File: src/rtl/i2s_sample_arbiter.sv
// i2s_sample_arbiter: merges per-source I2S samples into one round-robin tagged stream,
// gated by an enable/arm/drain session FSM with sticky per-source overflow flags.
module i2s_sample_arbiter #(
  parameter int NUM_SRC   = 4,
  parameter int DATA_BITS = 24,
  parameter int CNT_BITS  = 16
) (
  input  logic                         clk,
  input  logic                         rst_n,
  input  logic                         enable,
  input  logic [NUM_SRC*DATA_BITS-1:0] src_data,
  input  logic [NUM_SRC-1:0]           src_ch,
  input  logic [NUM_SRC-1:0]           src_valid,
  output logic [DATA_BITS-1:0]         m_data,
  output logic [$clog2(NUM_SRC)-1:0]   m_src,
  output logic                         m_ch,
  output logic                         m_valid,
  input  logic                         m_ready,
  input  logic                         ovf_clr,
  output logic [NUM_SRC-1:0]           overflow,
  output logic                         busy,
  output logic [CNT_BITS-1:0]          sample_count
);
  localparam int SW = $clog2(NUM_SRC);
  typedef enum logic [1:0] {IDLE, ARM, RUN, DRAIN} state_t;
  state_t state_q, state_d;
  logic [DATA_BITS-1:0] sd_q [NUM_SRC];
  logic [DATA_BITS-1:0] sd_d [NUM_SRC];
  logic [NUM_SRC-1:0] sch_q, sch_d, pend_q, pend_d, ovf_q, ovf_d, acc, gnt, load;
  logic [SW-1:0] rr_q, rr_d, gi, idx, ms_q, ms_d;
  logic [DATA_BITS-1:0] md_q, md_d;
  logic [CNT_BITS-1:0] cnt_q, cnt_d;
  logic mc_q, mc_d, mv_q, mv_d, busy_q, hit, ld, xfer;

  assign xfer = mv_q & m_ready;
  assign ld   = ~mv_q | m_ready;
  // ARM only lets a source-0 left sample through, so every session starts aligned
  assign acc = state_q == RUN ? src_valid :
               (state_q == ARM && enable) ? {{(NUM_SRC-1){1'b0}}, src_valid[0] & ~src_ch[0]} : '0;

  always_comb begin
    hit = 1'b0;
    gi  = '0;
    idx = '0;
    for (int k = 0; k < NUM_SRC; k++) begin
      idx = SW'((int'(rr_q) + k) % NUM_SRC);
      if (!hit && pend_q[idx]) begin
        hit = 1'b1;
        gi  = idx;
      end
    end
    gnt = (hit && ld) ? NUM_SRC'(1) << gi : '0;
  end

  // a slot granted this cycle counts as free, so a same-cycle strobe replaces it without overflow
  always_comb begin
    load   = acc & ~(pend_q & ~gnt);
    pend_d = (pend_q & ~gnt) | load;
    sch_d  = (sch_q & ~load) | (src_ch & load);
    ovf_d  = (ovf_q & ~{NUM_SRC{ovf_clr}}) | (acc & pend_q & ~gnt);
    for (int i = 0; i < NUM_SRC; i++)
      sd_d[i] = load[i] ? src_data[i*DATA_BITS +: DATA_BITS] : sd_q[i];
  end

  always_comb begin
    mv_d  = ld ? hit : mv_q;
    md_d  = (ld && hit) ? sd_q[gi] : md_q;
    ms_d  = (ld && hit) ? gi : ms_q;
    mc_d  = (ld && hit) ? sch_q[gi] : mc_q;
    rr_d  = (ld && hit) ? (gi == SW'(NUM_SRC-1) ? '0 : gi + 1'b1) : rr_q;
    cnt_d = (state_q == IDLE && enable) ? '0 : cnt_q + CNT_BITS'(xfer);
    state_d = state_q;
    case (state_q)
      IDLE:    if (enable) state_d = ARM;
      ARM:     if (!enable) state_d = IDLE; else if (acc[0]) state_d = RUN;
      RUN:     if (!enable) state_d = DRAIN;
      default: if (pend_q == '0 && ld) state_d = IDLE;
    endcase
  end

  always_ff @(posedge clk or negedge rst_n) begin
    if (!rst_n) begin
      state_q <= IDLE;
      for (int i = 0; i < NUM_SRC; i++) sd_q[i] <= '0;
      sch_q  <= '0;
      pend_q <= '0;
      ovf_q  <= '0;
      rr_q   <= '0;
      md_q   <= '0;
      ms_q   <= '0;
      mc_q   <= 1'b0;
      mv_q   <= 1'b0;
      cnt_q  <= '0;
      busy_q <= 1'b0;
    end else begin
      state_q <= state_d;
      for (int i = 0; i < NUM_SRC; i++) sd_q[i] <= sd_d[i];
      sch_q  <= sch_d;
      pend_q <= pend_d;
      ovf_q  <= ovf_d;
      rr_q   <= rr_d;
      md_q   <= md_d;
      ms_q   <= ms_d;
      mc_q   <= mc_d;
      mv_q   <= mv_d;
      cnt_q  <= cnt_d;
      busy_q <= state_d != IDLE;
    end
  end

  assign m_data       = md_q;
  assign m_src        = ms_q;
  assign m_ch         = mc_q;
  assign m_valid      = mv_q;
  assign overflow     = ovf_q;
  assign busy         = busy_q;
  assign sample_count = cnt_q;
endmodule

File: config.mk
export PLATFORM = sky130hd
export DESIGN_NAME = i2s_sample_arbiter
export DESIGN_NICKNAME = d
export VERILOG_FILES = /design/src/rtl/i2s_sample_arbiter.sv
export SDC_FILE = /design/constraint.sdc
export NUM_CORES = 1
export LEC_CHECK = 0
export ABC_AREA = 1
export CORE_MARGIN = 8
export CORE_UTILIZATION = 35
export DETAILED_ROUTE_END_ITERATION = 8
export HOLD_SLACK_MARGIN = 0.05
export PLACE_DENSITY_LB_ADDON = 0.25
export RECOVER_POWER = 25
export SYNTH_ARGS = -nofsm -noshare
export SYNTH_HDL_FRONTEND = slang
export SYNTH_SLANG_ARGS = --single-unit
export TNS_END_PERCENT = 5
File: constraint.sdc
create_clock -name clk -period 4.4 [get_ports clk]
set_input_delay 0.88 -clock clk [delete_from_list [all_inputs] [get_ports clk]]
set_output_delay 0.88 -clock clk [all_outputs]
set_load 0.03 [all_outputs]
==> run metrics, run 1 <==
R2R setup slack 1340 ps; EDFF count, synth 0; H-tree levels 4; post-cts hold buffer count 0; worst vdd ir 0.5462 mV; fmax 326.9 MHz; Mapped Avg Cell Area 8.000 µm²; drt drc 0; # Max-Cap Violations 1; CTS sink count 157; setup TNS 0 ps; Antenna Violating Nets Remaining 0; final hold vios 0; initial core utilization 35.74%; Post-Syn Instances 939; Total Routing Usage GR 16.96%; fin crit share 69.53%; Core Region 0.02102 mm²; Worst EP required 4710 ps; reg2reg path depth 15; routed vias 6,499; Critical R2R Capture sd_q[75]; fraction of layout cells with a size suffix above 1 6.496%; port buffer count 157; # nets final 1,192; vias in the first global route 6,671; syn nets 1,051; WS Path Type register to register; Hold WC Path Type register to register; DRT Pass-1 Iters 5; worst hold endpoint sd_q[34]; Slew @ Worst Pin 1914 ps; cts bufs inserted 17; # IOs 158; Synth Cell Area 0.007512 mm²; count of pins over their slew limit 75; clk_skew 16.32 ps; PD cells 799.0 mW/mm²; vias per cell 4.751; CP Capture Type register; CTS tree built; clock latency on the worst-skew pair 430 ps; Combinational Power Share 49.9%; crit path time final 3059 ps; failing checks capacitance limit, slew limit; placer congestion estimate 0.7976; sequential fraction of the synthesis area 52.30%; largest net degree at the start of global routing 84; PostCTS Resize Cnt 0; Worst-path clk slew 70 ps; HP Start sd_q[34]; Distinct cells, synth 32; final setup violation count 0; HPWL Detailed 16,220 µm; most frequent cells in the layout nand2_1, dfrtp_1, clkdlybuf4s50_1, nand3_1, inv_1; CP Max Fanout 21; routed wire length 21,890 µm; site row count 53; Async S/R FF share, synth 100.0%; grt ovf 0; RR Startpoint rr_q[0]; most common cell after layout, fill and taps aside nand2_1; initial antenna violation count 0; Switching Power 3623 µW; DIE WIDTH 162.5 µm; Crit path arrival time 3370 ps; area grow syn2layout 31.48%; Non-Filler Instances 1,368; RSZ-0062 raised after global routing no; Sw Ratio 45.91%; P_int 4269 µW; Longest Clk Path Bufs 2; Max-slew headroom -27.60%; die height 162.5 µm; Clock Power Share 19.4%; hold path depth 2; leakage 0.004926 µW; outcome finished, violations left; warnings from Yosys 0; antenna diode instance count 0; startpoint types register; Yosys reg bits 157; Root Driver clkbuf_16; Die ar. 0.02641 mm²; Seq pwr share 30.7%; first-pass GRT wire length 35,170 µm; ys flop type dfrtp_1; Placed Cells 1,336; WL/cell 16.00 µm; setup bufs post-CTS 0; DRT iter0 DRCs 531
[area by class of cell]
| class | instances | area, µm² |
|---|---|---|
| Multi-Input combinational cell | 661 | 3048 |
| Sequential cell | 157 | 3929 |
| Timing Repair Buffer | 166 | 1647 |
| Inverter | 77 | 291.5 |
| Clock buffer | 20 | 456.7 |
| Fill cell | 2090 | 11140 |
| Clock inverter | 12 | 161.4 |
| Tap cell | 275 | 344.1 |
[Yosys cell counts (all sizes together), types with 4 or more instances]
library cell,n,area share (%)
nand2,397,21
dfrtp,157,52
nand3,132,9.1
inv,74,3.7
nor2,44,2.5
buf,30,2.6
a21oi,18,1.2
nand4,15,1.3
clkbuf,14,0.70
mux2,11,1.6
nor3,8,0.53
o211ai,8,0.80
o21ai,6,0.40
nor3b,5,0.50
o22ai,5,0.42
xor2,4,0.47
[worst max path at each step]
stage	end	slack, ps	startpoint	cells after the start
3_3_place_gp	sample_count[12]	1280	m_ready	16
4_1_cts	sd_q[92]	1310	rr_q[0]	17
3_5_place_dp	sample_count[12]	1200	m_ready	16
2_1_floorplan	register	1860	rr_q[0]	18
5_1_grt	sd_q[92]	980	rr_q[0]	17
6_report	sd_q[75]	1340	rr_q[0]	15
[through the flow]
stage	area (µm²)	power (µW)	worst slack (ps)	util (%)	hold WS [ps]
3_5_place_dp	9265	6378	1198	44.07	458.3
3_3_place_gp	9265	6349	1279	44.07	453.4
4_1_cts	9883	7940	1315	47.02	474.0
2_1_floorplan	7512	5167	1859	-	441.9
6_report	9877	7892	1341	46.99	471.4
5_1_grt	9877	8553	975.8	46.99	492.8
[power by group through the flow]
stage	clock network, µW	logic, µW	registers, µW
final	1530	3940	2420
after global routing	1620	4430	2500
after CTS	1560	3960	2420
after detailed placement	0	3940	2440
after global placement	0	3910	2440
after floorplan	0	2560	2610
[metal layers]
layer	GRT usage, %	up-vias	wire, µm
li1	-	3266	-
met3	4.196	23	1187
met1	22.35	3038	10180
met2	27.14	172	10210
met5	0	-	0
met4	4.882	0	306
[worst max-delay path, cell delays in order (launching register included)]
cell and delay, ps:
dfrtp_1 570, inv_4 120, nand2_1 80, nand2_1 90, nand2_1 80, a21boi_2 180, nand2_1 100, nor2_4 100
buf_4 270, ha_1 200, nand2_1 60, nand2_1 100, nand2_1 430, buf_4 390, nor2_1 130, a21oi_1 50
[cell families after synthesis]
logic type,Yosys count,synth area share (%)
mux,11,1.649
compound gates,40,3.165
simple gates,603,34.69
flops,157,52.30
fa+ha+maj,3,0.4997
xor+xnor,4,0.4663
buf+inv,121,7.229
[registers in the layout, summed over array words and instances, names as in the netlist, named ones only]
| name | count |
|---|---|
| m_data | 24 |
| m_ch | 1 |
| state_q | 2 |
| pend_q | 4 |
| m_valid | 1 |
| sample_count | 16 |
| busy | 1 |
| rr_q | 2 |
| m_src | 2 |
| overflow | 4 |
| sd_q | 96 |
Power figures use the tool's default switching activity.
==> run 2, diff against run 1 <==
==> constraint.sdc (replaced) <==
create_clock -name clk -period 2.8 [get_ports clk]
set_input_delay 0.56 -clock clk [delete_from_list [all_inputs] [get_ports clk]]
set_output_delay 0.56 -clock clk [all_outputs]
set_load 0.03 [all_outputs]
==> run 2 against run 1 <==
Against the previous run:
- the run still ends with capacitance limit, slew limit left
- utilization up 0.41 points
- clock skew down 5.7 ps
- worst hold slack worse by 1.8 ps
- flip-flop and latch count unchanged
- clock power up 48%
- power up 56%
- critical path depth unchanged
- final cell count up 0.88%
- global-route usage up 0.053 points
- combinational power up 59%
- critical path type unchanged
==> run metrics, run 2 (synthesis results as in run 1) <==
fin crit share 89.39% (+20 points); final setup violation count 0 (unchanged); HPWL Detailed 16,220 µm (about the same); most frequent cells in the layout nand2_1, dfrtp_1, clkdlybuf4s50_1, nand3_1, inv_1; initial antenna violation count 1 (+1); setup TNS 0 ps (unchanged); area grow syn2layout 32.63%; CP Capture Type register; fmax 399.6 MHz (+22%); Hold WC Path Type register to register; Max-slew headroom -20.98% (+6.6 points); # nets final 1,204 (+1.0%); Worst Path Buf+Inv 3 (unchanged); worst vdd ir 0.7810 mV (+43%); Crit path arrival time 2810 ps (-560 ps); Slew @ Worst Pin 1815 ps (-99.29 ps); H-tree levels 4 (unchanged); clk_skew 10.66 ps (-5.657 ps); die height 162.5 µm (unchanged); CP Max Fanout 28 (+33%); Die ar. 0.02641 mm² (unchanged); Worst EP required 3110 ps (-1600 ps); routed vias 6,530 (+0.48%); largest net degree at the start of global routing 70 (-17%); Slowest-stage cell, CP dfrtp_2; Critical R2R Capture sd_q[56]; vias per cell 4.732 (-0.40%); RSZ-0062 raised after global routing no; hold path depth 2 (unchanged); cts bufs inserted 17 (unchanged); Hold Slack 469.6 ps (-1.845 ps); most common cell after layout, fill and taps aside nand2_1; CTS tree built; # Max-Cap Violations 1 (unchanged); WS Path Type register to register; clock latency on the worst-skew pair 420 ps (about the same); R2R setup slack 300 ps (-1040 ps); startpoint types register; DIE WIDTH 162.5 µm (unchanged); vias in the first global route 6,804 (+2.0%); DRT iter0 DRCs 361 (-32%); fraction of layout cells with a size suffix above 1 7.421% (+0.92 points); routed wire length 21,730 µm (-0.74%); first-pass GRT wire length 35,350 µm (+0.51%); # IOs 158 (unchanged); site row count 53 (unchanged); worst hold endpoint sd_q[24]; outcome finished, violations left; largest delay contributor family on the critical path simple AND/OR/NAND/NOR gates; final hold vios 0 (unchanged); Core Region 0.02102 mm² (unchanged); CTS sink count 157 (unchanged); Longest Clk Path Bufs 2 (unchanged); Worst-path clk slew 60 ps (about the same); Placed Cells 1,347 (+0.82%); reg2reg path depth 15 (unchanged); max FFs per register 96 (unchanged); HP Start sd_q[24]; register name with the most flops sd_q; crit path time final 2503 ps (-556.6 ps); Non-Filler Instances 1,380 (+0.88%); Root Driver clkbuf_16; Antenna Violating Nets Remaining 0 (unchanged); Worst path max stage delay 490 ps (-80 ps); WL/cell 15.74 µm (-1.6%); leakage 0.004977 µW (+1.0%); failing checks capacitance limit, slew limit; PD cells 1239 mW/mm² (+55%); DRT Pass-1 Iters 4 (-1); count of pins over their slew limit 28 (-63%); grt ovf 0 (unchanged); crit path cell chain inv_4, nand2_1, nand2_1, nand2_1, nand2_1, nor2_1, nand3_1, inv_1, nor2_4, buf_4, nand3_2, nand2_4, nand2_4, nand2_1, nand2_1; placer congestion estimate 0.8441 (+5.8%); initial core utilization 35.74% (unchanged); antenna diode instance count 0 (unchanged); Most Frequent Cell on Critical Path nand2_1; Total Routing Usage GR 17.01% (+0.053 points); drt drc 0 (unchanged); port buffer count 157 (unchanged); RR Startpoint rr_q[0]
## run 2: cell types whose count changed in the layout (fill, tap and decap cells not counted), sizes merged
cell         change
buf             +11
inv              +1
bufinv           -1
clkinvlp         +1
dlygate4sd3      +1
clkbuf           -2
clkinv           +1
## run 2: worst max path at each step
stage,startpoint,end,slack (ps),cells after the start
2_1_floorplan,rr_q[0],register,260,18
3_3_place_gp,m_ready,sample_count[12],110,16
3_5_place_dp,m_ready,sample_count[12],50,16
4_1_cts,rr_q[0],sd_q[51],230,15
5_1_grt,rst_n,rr_q[0],30,2
6_report,rr_q[0],sd_q[56],300,15
## run 2: metrics by stage
step | cell area (µm²) | worst slack [ps] | power (µW) | util (%)
2_1_floorplan | 7512 | 258.8 | 8119 | -
3_3_place_gp | 9385 | 106.4 | 10070 | 44.65
3_5_place_dp | 9385 | 52.99 | 10160 | 44.65
4_1_cts | 9970 | 227.9 | 12480 | 47.43
5_1_grt | 9963 | 28.88 | 13460 | 47.40
6_report | 9963 | 297.2 | 12350 | 47.40
## run 2: metal layers
layer / vias to the layer above / part of all wire [%] / global-route usage, %
met1: 3059 / 47 / 22.25
met5: - / 0.046 / 0
met4: 2 / 1.5 / 5.093
met3: 21 / 5.5 / 4.196
li1: 3286 / - / -
met2: 162 / 46 / 27.37
## run 2: final cells by class
class                           count  area (µm²)
Inverter                           77       291.5
Multi-Input combinational cell    661        3048
Timing Repair Buffer              178        1775
Clock inverter                     14       145.1
Sequential cell                   157        3930
Fill cell                        2070       11060
Tap cell                          275       344.1
Clock buffer                       18       429.2
## run 2: what timing repair did
action | 4_1_cts | 5_1_grt
resized for setup | 0 | 1
setup endpoints to repair | 0 | 33
buffers inserted | 0 | 0
hold buffers | 1 | 0
endpoints found under the hold margin | 27 | 0
## run 2: power by group
group          internal (µW)  switching (µW)  total (µW)
Sequential              3230             567        3800
Combinational           2150            4120        6280
Clock                   1310             956        2270
## run 2: tightest hold or removal path: cells and delay by family, from the launching register on
kind             cells  cell delay [ps]
and+or+nand+nor      2               90
DFF                  1              340
